### config.mk
export PLATFORM = sky130hd
export DESIGN_NAME = score_arbiter
export DESIGN_NICKNAME = d
export VERILOG_FILES = /design/src/rtl/score_arbiter.sv
export SDC_FILE = /design/constraint.sdc
export NUM_CORES = 1
export LEC_CHECK = 0
export CORE_AREA = 4 4 62 64
export CTS_BUF_LIST = sky130_fd_sc_hd__clkbuf_8
export CTS_CLUSTER_DIAMETER = 200
export DETAILED_ROUTE_END_ITERATION = 10
export DIE_AREA = 0 0 66 68
export GPL_ROUTABILITY_DRIVEN = 0
export GPL_TIMING_DRIVEN = 0
export PLACE_DENSITY = 0.9
export SLEW_MARGIN = 30
export SYNTH_ARGS = -nofsm -noshare
export SYNTH_HDL_FRONTEND = slang
export SYNTH_SLANG_ARGS = --single-unit
### constraint.sdc
create_clock -name clk -period 3.8 [get_ports clk]
set_input_delay 0.57 -clock clk [delete_from_list [all_inputs] [get_ports clk]]
set_output_delay 0.57 -clock clk [all_outputs]
set_load 0.05 [all_outputs]
### src/rtl/score_arbiter.sv
// Two-player score keeper: round-robin req/ack arbiter over one shared saturating add datapath.
// Define SCORE_ARB_WIN_EN to compile in win detection and the OVER lock-out state.
`timescale 1ns/1ps
module score_arbiter #(
    parameter int WIN_SCORE = 20,
    parameter int MAX_SCORE = 99
) (
    input  logic        clk,
    input  logic        rst_n,
    input  logic        clear,
    input  logic        req_1,
    input  logic [3:0]  pts_1,
    input  logic        req_2,
    input  logic [3:0]  pts_2,
    output logic        ack_1,
    output logic        ack_2,
    output logic [15:0] score_1,
    output logic [15:0] score_2,
    output logic        win_1,
    output logic        win_2,
    output logic        game_over,
    output logic        busy
);

    typedef enum logic [1:0] {
        S_IDLE  = 2'd0,
        S_ADD   = 2'd1,
        S_CHECK = 2'd2
`ifdef SCORE_ARB_WIN_EN
        , S_OVER = 2'd3
`endif
    } state_t;

    localparam logic [7:0] MAX_S8 = 8'(MAX_SCORE);
    localparam logic [6:0] MAX_S7 = 7'(MAX_SCORE);

    state_t      state_q, state_d;
    logic        prio2_q, prio2_d;
    logic        sel_q, sel_d;
    logic [3:0]  addend_q, addend_d;
    logic [6:0]  score1_q, score1_d;
    logic [6:0]  score2_q, score2_d;
    logic        ack1_q, ack1_d;
    logic        ack2_q, ack2_d;
    logic        busy_q, busy_d;
    logic        grant2;
    logic [6:0]  cur;
    logic [7:0]  sum;
    logic [6:0]  sat;

    assign cur = sel_q ? score2_q : score1_q;
    // 8-bit sum: 99 + 15 cannot overflow before the clamp
    assign sum = {1'b0, cur} + {4'b0000, addend_q};
    assign sat = (sum > MAX_S8) ? MAX_S7 : sum[6:0];

`ifdef SCORE_ARB_WIN_EN
    localparam logic [15:0] WIN_S = 16'(WIN_SCORE);
    logic win1_q, win1_d, win2_q, win2_d, over_q, over_d;
`endif

    always_comb begin
        state_d  = state_q;
        prio2_d  = prio2_q;
        sel_d    = sel_q;
        addend_d = addend_q;
        score1_d = score1_q;
        score2_d = score2_q;
        ack1_d   = 1'b0;
        ack2_d   = 1'b0;
        grant2   = 1'b0;
`ifdef SCORE_ARB_WIN_EN
        win1_d   = win1_q;
        win2_d   = win2_q;
        over_d   = over_q;
`endif
        case (state_q)
            S_IDLE: begin
                if (req_1 || req_2) begin
                    grant2   = req_2 && (!req_1 || prio2_q);
                    sel_d    = grant2;
                    addend_d = grant2 ? pts_2 : pts_1;
                    ack1_d   = !grant2;
                    ack2_d   = grant2;
                    prio2_d  = !grant2;
                    state_d  = S_ADD;
                end
            end
            S_ADD: begin
                if (sel_q) score2_d = sat;
                else       score1_d = sat;
                state_d = S_CHECK;
            end
            S_CHECK: begin
                state_d = S_IDLE;
`ifdef SCORE_ARB_WIN_EN
                if ({9'b0, cur} >= WIN_S) begin
                    if (sel_q) win2_d = 1'b1;
                    else       win1_d = 1'b1;
                    over_d  = 1'b1;
                    state_d = S_OVER;
                end
`endif
            end
`ifdef SCORE_ARB_WIN_EN
            S_OVER: state_d = S_OVER;
`endif
            default: state_d = S_IDLE;
        endcase
        // New game drops any in-flight addend and restores player 1 priority
        if (clear) begin
            state_d  = S_IDLE;
            prio2_d  = 1'b0;
            score1_d = '0;
            score2_d = '0;
            ack1_d   = 1'b0;
            ack2_d   = 1'b0;
`ifdef SCORE_ARB_WIN_EN
            win1_d   = 1'b0;
            win2_d   = 1'b0;
            over_d   = 1'b0;
`endif
        end
        busy_d = (state_d != S_IDLE);
    end

    always_ff @(posedge clk) begin
        if (!rst_n) begin
            state_q  <= S_IDLE;
            prio2_q  <= 1'b0;
            score1_q <= '0;
            score2_q <= '0;
            ack1_q   <= 1'b0;
            ack2_q   <= 1'b0;
            busy_q   <= 1'b0;
        end else begin
            state_q  <= state_d;
            prio2_q  <= prio2_d;
            score1_q <= score1_d;
            score2_q <= score2_d;
            ack1_q   <= ack1_d;
            ack2_q   <= ack2_d;
            busy_q   <= busy_d;
        end
    end

    always_ff @(posedge clk) begin
        sel_q    <= sel_d;
        addend_q <= addend_d;
    end

`ifdef SCORE_ARB_WIN_EN
    always_ff @(posedge clk) begin
        if (!rst_n) begin
            win1_q <= 1'b0;
            win2_q <= 1'b0;
            over_q <= 1'b0;
        end else begin
            win1_q <= win1_d;
            win2_q <= win2_d;
            over_q <= over_d;
        end
    end
    assign win_1     = win1_q;
    assign win_2     = win2_q;
    assign game_over = over_q;
`else
    assign win_1     = 1'b0;
    assign win_2     = 1'b0;
    assign game_over = 1'b0;
`endif

    assign ack_1   = ack1_q;
    assign ack_2   = ack2_q;
    assign score_1 = {9'b0, score1_q};
    assign score_2 = {9'b0, score2_q};
    assign busy    = busy_q;

endmodule

==> impl_metrics.yaml, run 1 <==
synthesis:
  ys_types: 41
  syn_area_sq_um: 1520
  yosys-top-cells-area: "dfxtp_1, buf_4, edfxtp_1"
  ys_seq_elements: 25
  ys_seq_area_share_pct: 36.2
  async_flop_share_pct: 0
  syn_inst: 177
  yosys_warnings: 0
  synth-edff-count: 5
  synth_ff_type: "dfxtp_1"
  post-synth-top-count-cell: "buf_4"
  syn_avg_cell_area_sq_um: 8.60
  synth_largest_type_area_fraction_pct: 26.3
  synth_area_leader_cell: "dfxtp_1"
  synth_common_cells: "buf_4, nand2_1, dfxtp_1"
cells_and_area:
  layout-drive-gt1-share_pct: 15.7
  antennaDiodeCount: 0
  areaGrowthSynthToFinish_pct: 30.7
  nets: 249
  utilization_pct: 60.6
clock_network:
  root_buffer: "clkbuf_8"
  cts_hold_buf: 0
  clk_path_buf_depth: 2
  insertion_delay_ns: 0.27
  cts_buffers: 3
  post-cts-setup-buffers: 0
  htree_levels: 1
  cts_tree: "built"
  clock-sinks: 25
  cts_resized: 0
  cts.reportedPaths.clkPinSlew_ns: 0.09
global_routing:
  globalRouteMet3Util_pct: 3.12
  grt_pass1_wl_mm: 5.84
  antenna_found_initial: 0
  grt_pass1_vias: 1301
  grt_busiest_layer: "met2"
  overflow: 0
  grt_usage_pct: 16.6
  grtUsageMet1_pct: 19.7
  grt_max_degree: 14
  grtUsageMet2_pct: 29.4
die:
  start_util_pct: 46.4
  die_width_um: 66
  dieArea_sq_um: 4490
  row_count: 21
  ios: 51
  coreArea_sq_um: 3280
  dieHeight_um: 68
sta:
  finalCritPeriodShare_pct: 80.3
  slew_headroom_pct: 39.6
  setup_viol: 0
  fmax_ghz: 0.328
  hold_viol: 0
  worst_pin_slew_ns: 0.900
  skew_ns: 0.00760
  grt_setup_unrepaired: "no"
  drv_slew: 0
  layout_min_cycle_time_ns: 3.05
  setup-tns-final_ns: 0
route:
  wl_per_cell_um: 12.4
  detail_route.vias_per_cell: 5.00
  ant_nets: 0
  drtIter0Drc: 85
  drt_pre_antenna_iters: 4
  drc: 0
  num_vias: 1380
  wl_mm: 3.42
power_and_ir_drop:
  p_per_area_nw_per_um2: 301
  p_total_uw: 600
  p_leak_uw: 0.000883
  ir_drop_uv: 145
placement:
  dpl.hpwl_mm: 2.66
  portBuffers: 29
critical_path:
  r2r_cells: 9
  worst-path-buf-inv: 1
  path_depth: 9
  cp_max_fo: 10
  max_stage_delay_ns: 0.51
  cp_slowest_cell: "fa_1"
  end_kind: "flop"
  cp_cell_sequence: "buf_2, mux2_2, ha_1, fa_1, a211oi_2, or2_1, o211ai_1, a32o_2, o41ai_2"
  cp-start-kind: "flop"
  arrival_ns: 3.23
  crit_family: "compound AO/OA/AOI/OAI gates"
  required_ns: 3.98
  criticalPathCategory: "reg2reg"
min_path:
  worstHoldPathCells: 2
  hold_class: "reg2reg"
status:
  status: "complete, no violations"
flow_run:
  maxCapViolCount: 0
cell usage in the layout, fill, tap and decap left out, types with 6 or more instances in the layout:
cell	Yosys	layout
dfxtp_1	20	20
a21oi_1	12	12
nor2_1	10	10
nand2_1	21	21
nor3_1	6	6
buf_4	22	22
a211oi_1	6	6
nand3_1	10	10
o21ai_0	8	8
conb_1	1	21
clkdlybuf4s50_1	0	29
worst register-to-register path, stage by stage, from the launching register on:
cell and delay, ns:
edfxtp_1 0.45, buf_2 0.28, mux2_2 0.36, ha_1 0.24, fa_1 0.51, a211oi_2 0.28
or2_1 0.17, o211ai_1 0.12, a32o_2 0.28, o41ai_2 0.26
final timing paths:
path               startpoint  slack, ns           to
setup reg to reg        sel_q       0.75  score2_q[3]
setup / recovery        sel_q       0.75  score2_q[3]
hold reg to reg   score2_q[2]       0.47  score2_q[2]
hold / removal    score2_q[2]       0.47  score2_q[2]
report_power, final:
part	leakage [uW]	internal, uW	total [uW]	switching, uW
Combinational	0.000643	53.3	156	103
Sequential	0.000213	282	288	6.15
Clock	0.0000269	72.4	155	82.2
Total	0.000883	408	600	192
layer usage:
layer / vias up / share of wire (%)
met1: 611 / 41
met2: 65 / 48
met3: 7 / 9.2
met5: - / 0
met4: 0 / 2.0
li1: 697 / -
metrics by stage:
stage | cells | hold WS, ns | area (sq um) | setup WS [ns]
final | 276 | 0.475 | 1990 | 0.749
after global routing | 276 | 0.520 | 1990 | 0.542
after CTS | 276 | 0.481 | 1990 | 0.780
after detailed placement | 272 | 0.469 | 1950 | 0.807
after global placement | 272 | 0.459 | 1950 | 0.825
after floorplan | 197 | 0.468 | 1600 | 1.06
cells by family after synthesis:
| group | after synthesis | share of synthesized area (%) |
|---|---|---|
| AOI/OAI and AO/OA | 43 | 18.8 |
| muxes | 10 | 6.98 |
| other | 1 | 0.246 |
| xor gates and xnor gates | 2 | 1.15 |
| and+or+nand+nor | 60 | 18.7 |
| adders and majority gates | 5 | 4.60 |
| DFF | 25 | 36.2 |
| buffers and inverters | 31 | 13.3 |
sequential cells by signal, indices dropped and copies added, names as in the netlist:
| signal | cells |
|---|---|
| ack_2 | 1 |
| addend_q | 4 |
| sel_q | 1 |
| score2_q | 7 |
| ack_1 | 1 |
| state_q | 2 |
| busy | 1 |
| score1_q | 7 |
| prio2_q | 1 |
final cells by class:
class,count,area (sq um)
Timing Repair Buffer,29,290
Clock buffer,3,41.3
Inverter,4,15.0
Fill cell,297,1290
Buffer,27,188
Multi-Input combinational cell,141,845
Clock inverter,1,3.75
Tap cell,46,57.6
Sequential cell,25,551
No activity file was read; power rests on OpenSTA's default activity.
==> run 2: changes to the inputs <==
- clock period: 3.8 -> 3 ns (I/O delays scaled with it)
==> run 2 against run 1 <==
  * Non-clock buffer count up 2
  * Setup slack worse by 0.58 ns
  * Cell count increased by 0.72%
  * Sequential share of layout area decreased by 0.28 points
  * Maximum frequency up 7.9%
  * Critical path depth unchanged
  * Largest cell class unchanged
==> impl_metrics.yaml, run 2 (same netlist as run 1, synthesis figures left out) <==
sta:
  slew_headroom_pct: 39.4
  finalCritPeriodShare_pct: 94.3
  skew_ns: 0.00673
  layout_min_cycle_time_ns: 2.83
  setup-tns-final_ns: 0
  grt_setup_unrepaired: "no"
  worst_pin_slew_ns: 0.903
  hold_viol: 0
  setup_viol: 0
  fmax_ghz: 0.354
  drv_slew: 0
critical_path:
  max_stage_delay_ns: 0.43
  cp_max_fo: 10
  cp_slowest_cell: "fa_2"
  cp-start-kind: "flop"
  end_kind: "flop"
  required_ns: 3.18
  arrival_ns: 3.01
  criticalPathCategory: "reg2reg"
  cp_cell_sequence: "buf_4, mux2_2, ha_1, fa_2, a211oi_2, or2_1, o211ai_1, a32o_2, o41ai_2"
min_path:
  hold_class: "reg2reg"
die:
  die_width_um: 66
  row_count: 21
  coreArea_sq_um: 3280
  ios: 51
  dieHeight_um: 68
  dieArea_sq_um: 4490
  start_util_pct: 46.4
cells_and_area:
  fin_area_sq_um: 2010
  utilization_pct: 61.2
  final_cell_mix: "clkdlybuf4s50_1, buf_4, nand2_1, conb_1, dfxtp_1"
  layoutNonFillerInstCount: 278
  final_common_cell: "clkdlybuf4s50_1"
  reg.largest.list: "score1_q x7, score2_q x7, addend_q x4"
  layout-drive-gt1-share_pct: 16.8
  antennaDiodeCount: 0
  areaGrowthSynthToFinish_pct: 32.0
  nets: 251
route:
  drc: 0
  wl_mm: 3.51
  wl_per_cell_um: 12.6
  detail_route.vias_per_cell: 4.97
  drt_pre_antenna_iters: 4
  ant_nets: 0
  drtIter0Drc: 87
  num_vias: 1383
status:
  status: "complete, no violations"
global_routing:
  antenna_found_initial: 0
  grt_pass1_vias: 1319
  grt_max_degree: 14
  grt_pass1_wl_mm: 5.88
  overflow: 0
  grt_usage_pct: 16.8
placement:
  dpl.hpwl_mm: 2.66
  portBuffers: 29
  placedCellCount: 272
  place_area_sq_um: 1950
clock_network:
  insertion_delay_ns: 0.27
  clock-sinks: 25
  cts_hold_buf: 0
  root_buffer: "clkbuf_8"
  clk_path_buf_depth: 2
  htree_levels: 1
  cts.reportedPaths.clkPinSlew_ns: 0.09
  cts_buffers: 3
  cts_tree: "built"
power_and_ir_drop:
  p_per_area_nw_per_um2: 380
  p_leak_uw: 0.000891
  ir_drop_uv: 183
flow_run:
  maxCapViolCount: 0
## run 2: cell count changes in the layout (fill, tap and decap cells not counted), sizes merged
cell / previous run / this run
buf: 25 / 27
## run 2: worst max-delay path: cells and delay by family (launching register included)
family	cells	cell delay [ns]
AND/OR/NAND/NOR	1	0.18
adder cells (fa/ha/maj)	2	0.67
buffers and inverters	1	0.19
AO/OA/AOI/OAI	4	0.99
multiplexers	1	0.35
flip-flops	1	0.36
## run 2: layout make-up
class                           instances  area, sq um
Buffer                                 27          190
Clock buffer                            3         41.3
Clock inverter                          1         3.75
Fill cell                             296         1270
Inverter                                4         15.0
Multi-Input combinational cell        141          847
Sequential cell                        25          551
Tap cell                               46         57.6
Timing Repair Buffer                   31          305
## run 2: repair_timing
item / 4_1_cts / 5_1_grt
pin swaps: 0 / 1
endpoints found under the setup margin: 1 / 8
buffers inserted: 0 / 2
resized for setup: 1 / 1
hold endpoints to repair: 0 / 0
## run 2: report_power, final
| part | internal, uW | total (uW) | switching, uW |
|---|---|---|---|
| clock | 91.7 | 195 | 103 |
| combinational | 70.8 | 205 | 134 |
| sequential | 358 | 364 | 6.41 |
## run 2: path summary, 6_finish.rpt
path | cells after the start | startpoint | to | slack (ns)
worst max-delay path | 9 | sel_q | score2_q[3] | 0.17
worst min-delay path | 2 | score2_q[2] | score2_q[2] | 0.48
worst max register to register | 9 | sel_q | score2_q[3] | 0.17
worst min register to register | 2 | score2_q[2] | score2_q[2] | 0.48
## run 2: layer usage
metal / GRT usage [%] / vias up / wire, um
met4: 7.36 / 0 / 78
met1: 19.6 / 607 / 1460
met2: 29.8 / 69 / 1690
met5: 0 / - / 0
li1: - / 700 / -
met3: 3.28 / 7 / 289
## run 2: metrics by stage
stage	worst slack [ns]	hold WS, ns	total power [uW]
final	0.172	0.475	764
after detailed placement	0.00676	0.469	569
after floorplan	0.260	0.468	528
after CTS	0.0417	0.481	762
after global placement	0.0246	0.459	566
after global routing	0.00352	0.520	800
==> run 3: changes to the inputs <==
- CTS_CLUSTER_DIAMETER: 200 -> 120
- GPL_ROUTABILITY_DRIVEN: 0 -> unset
==> results of run 3 <==
Final layout, timing and power as in run 2 (identical DEF).
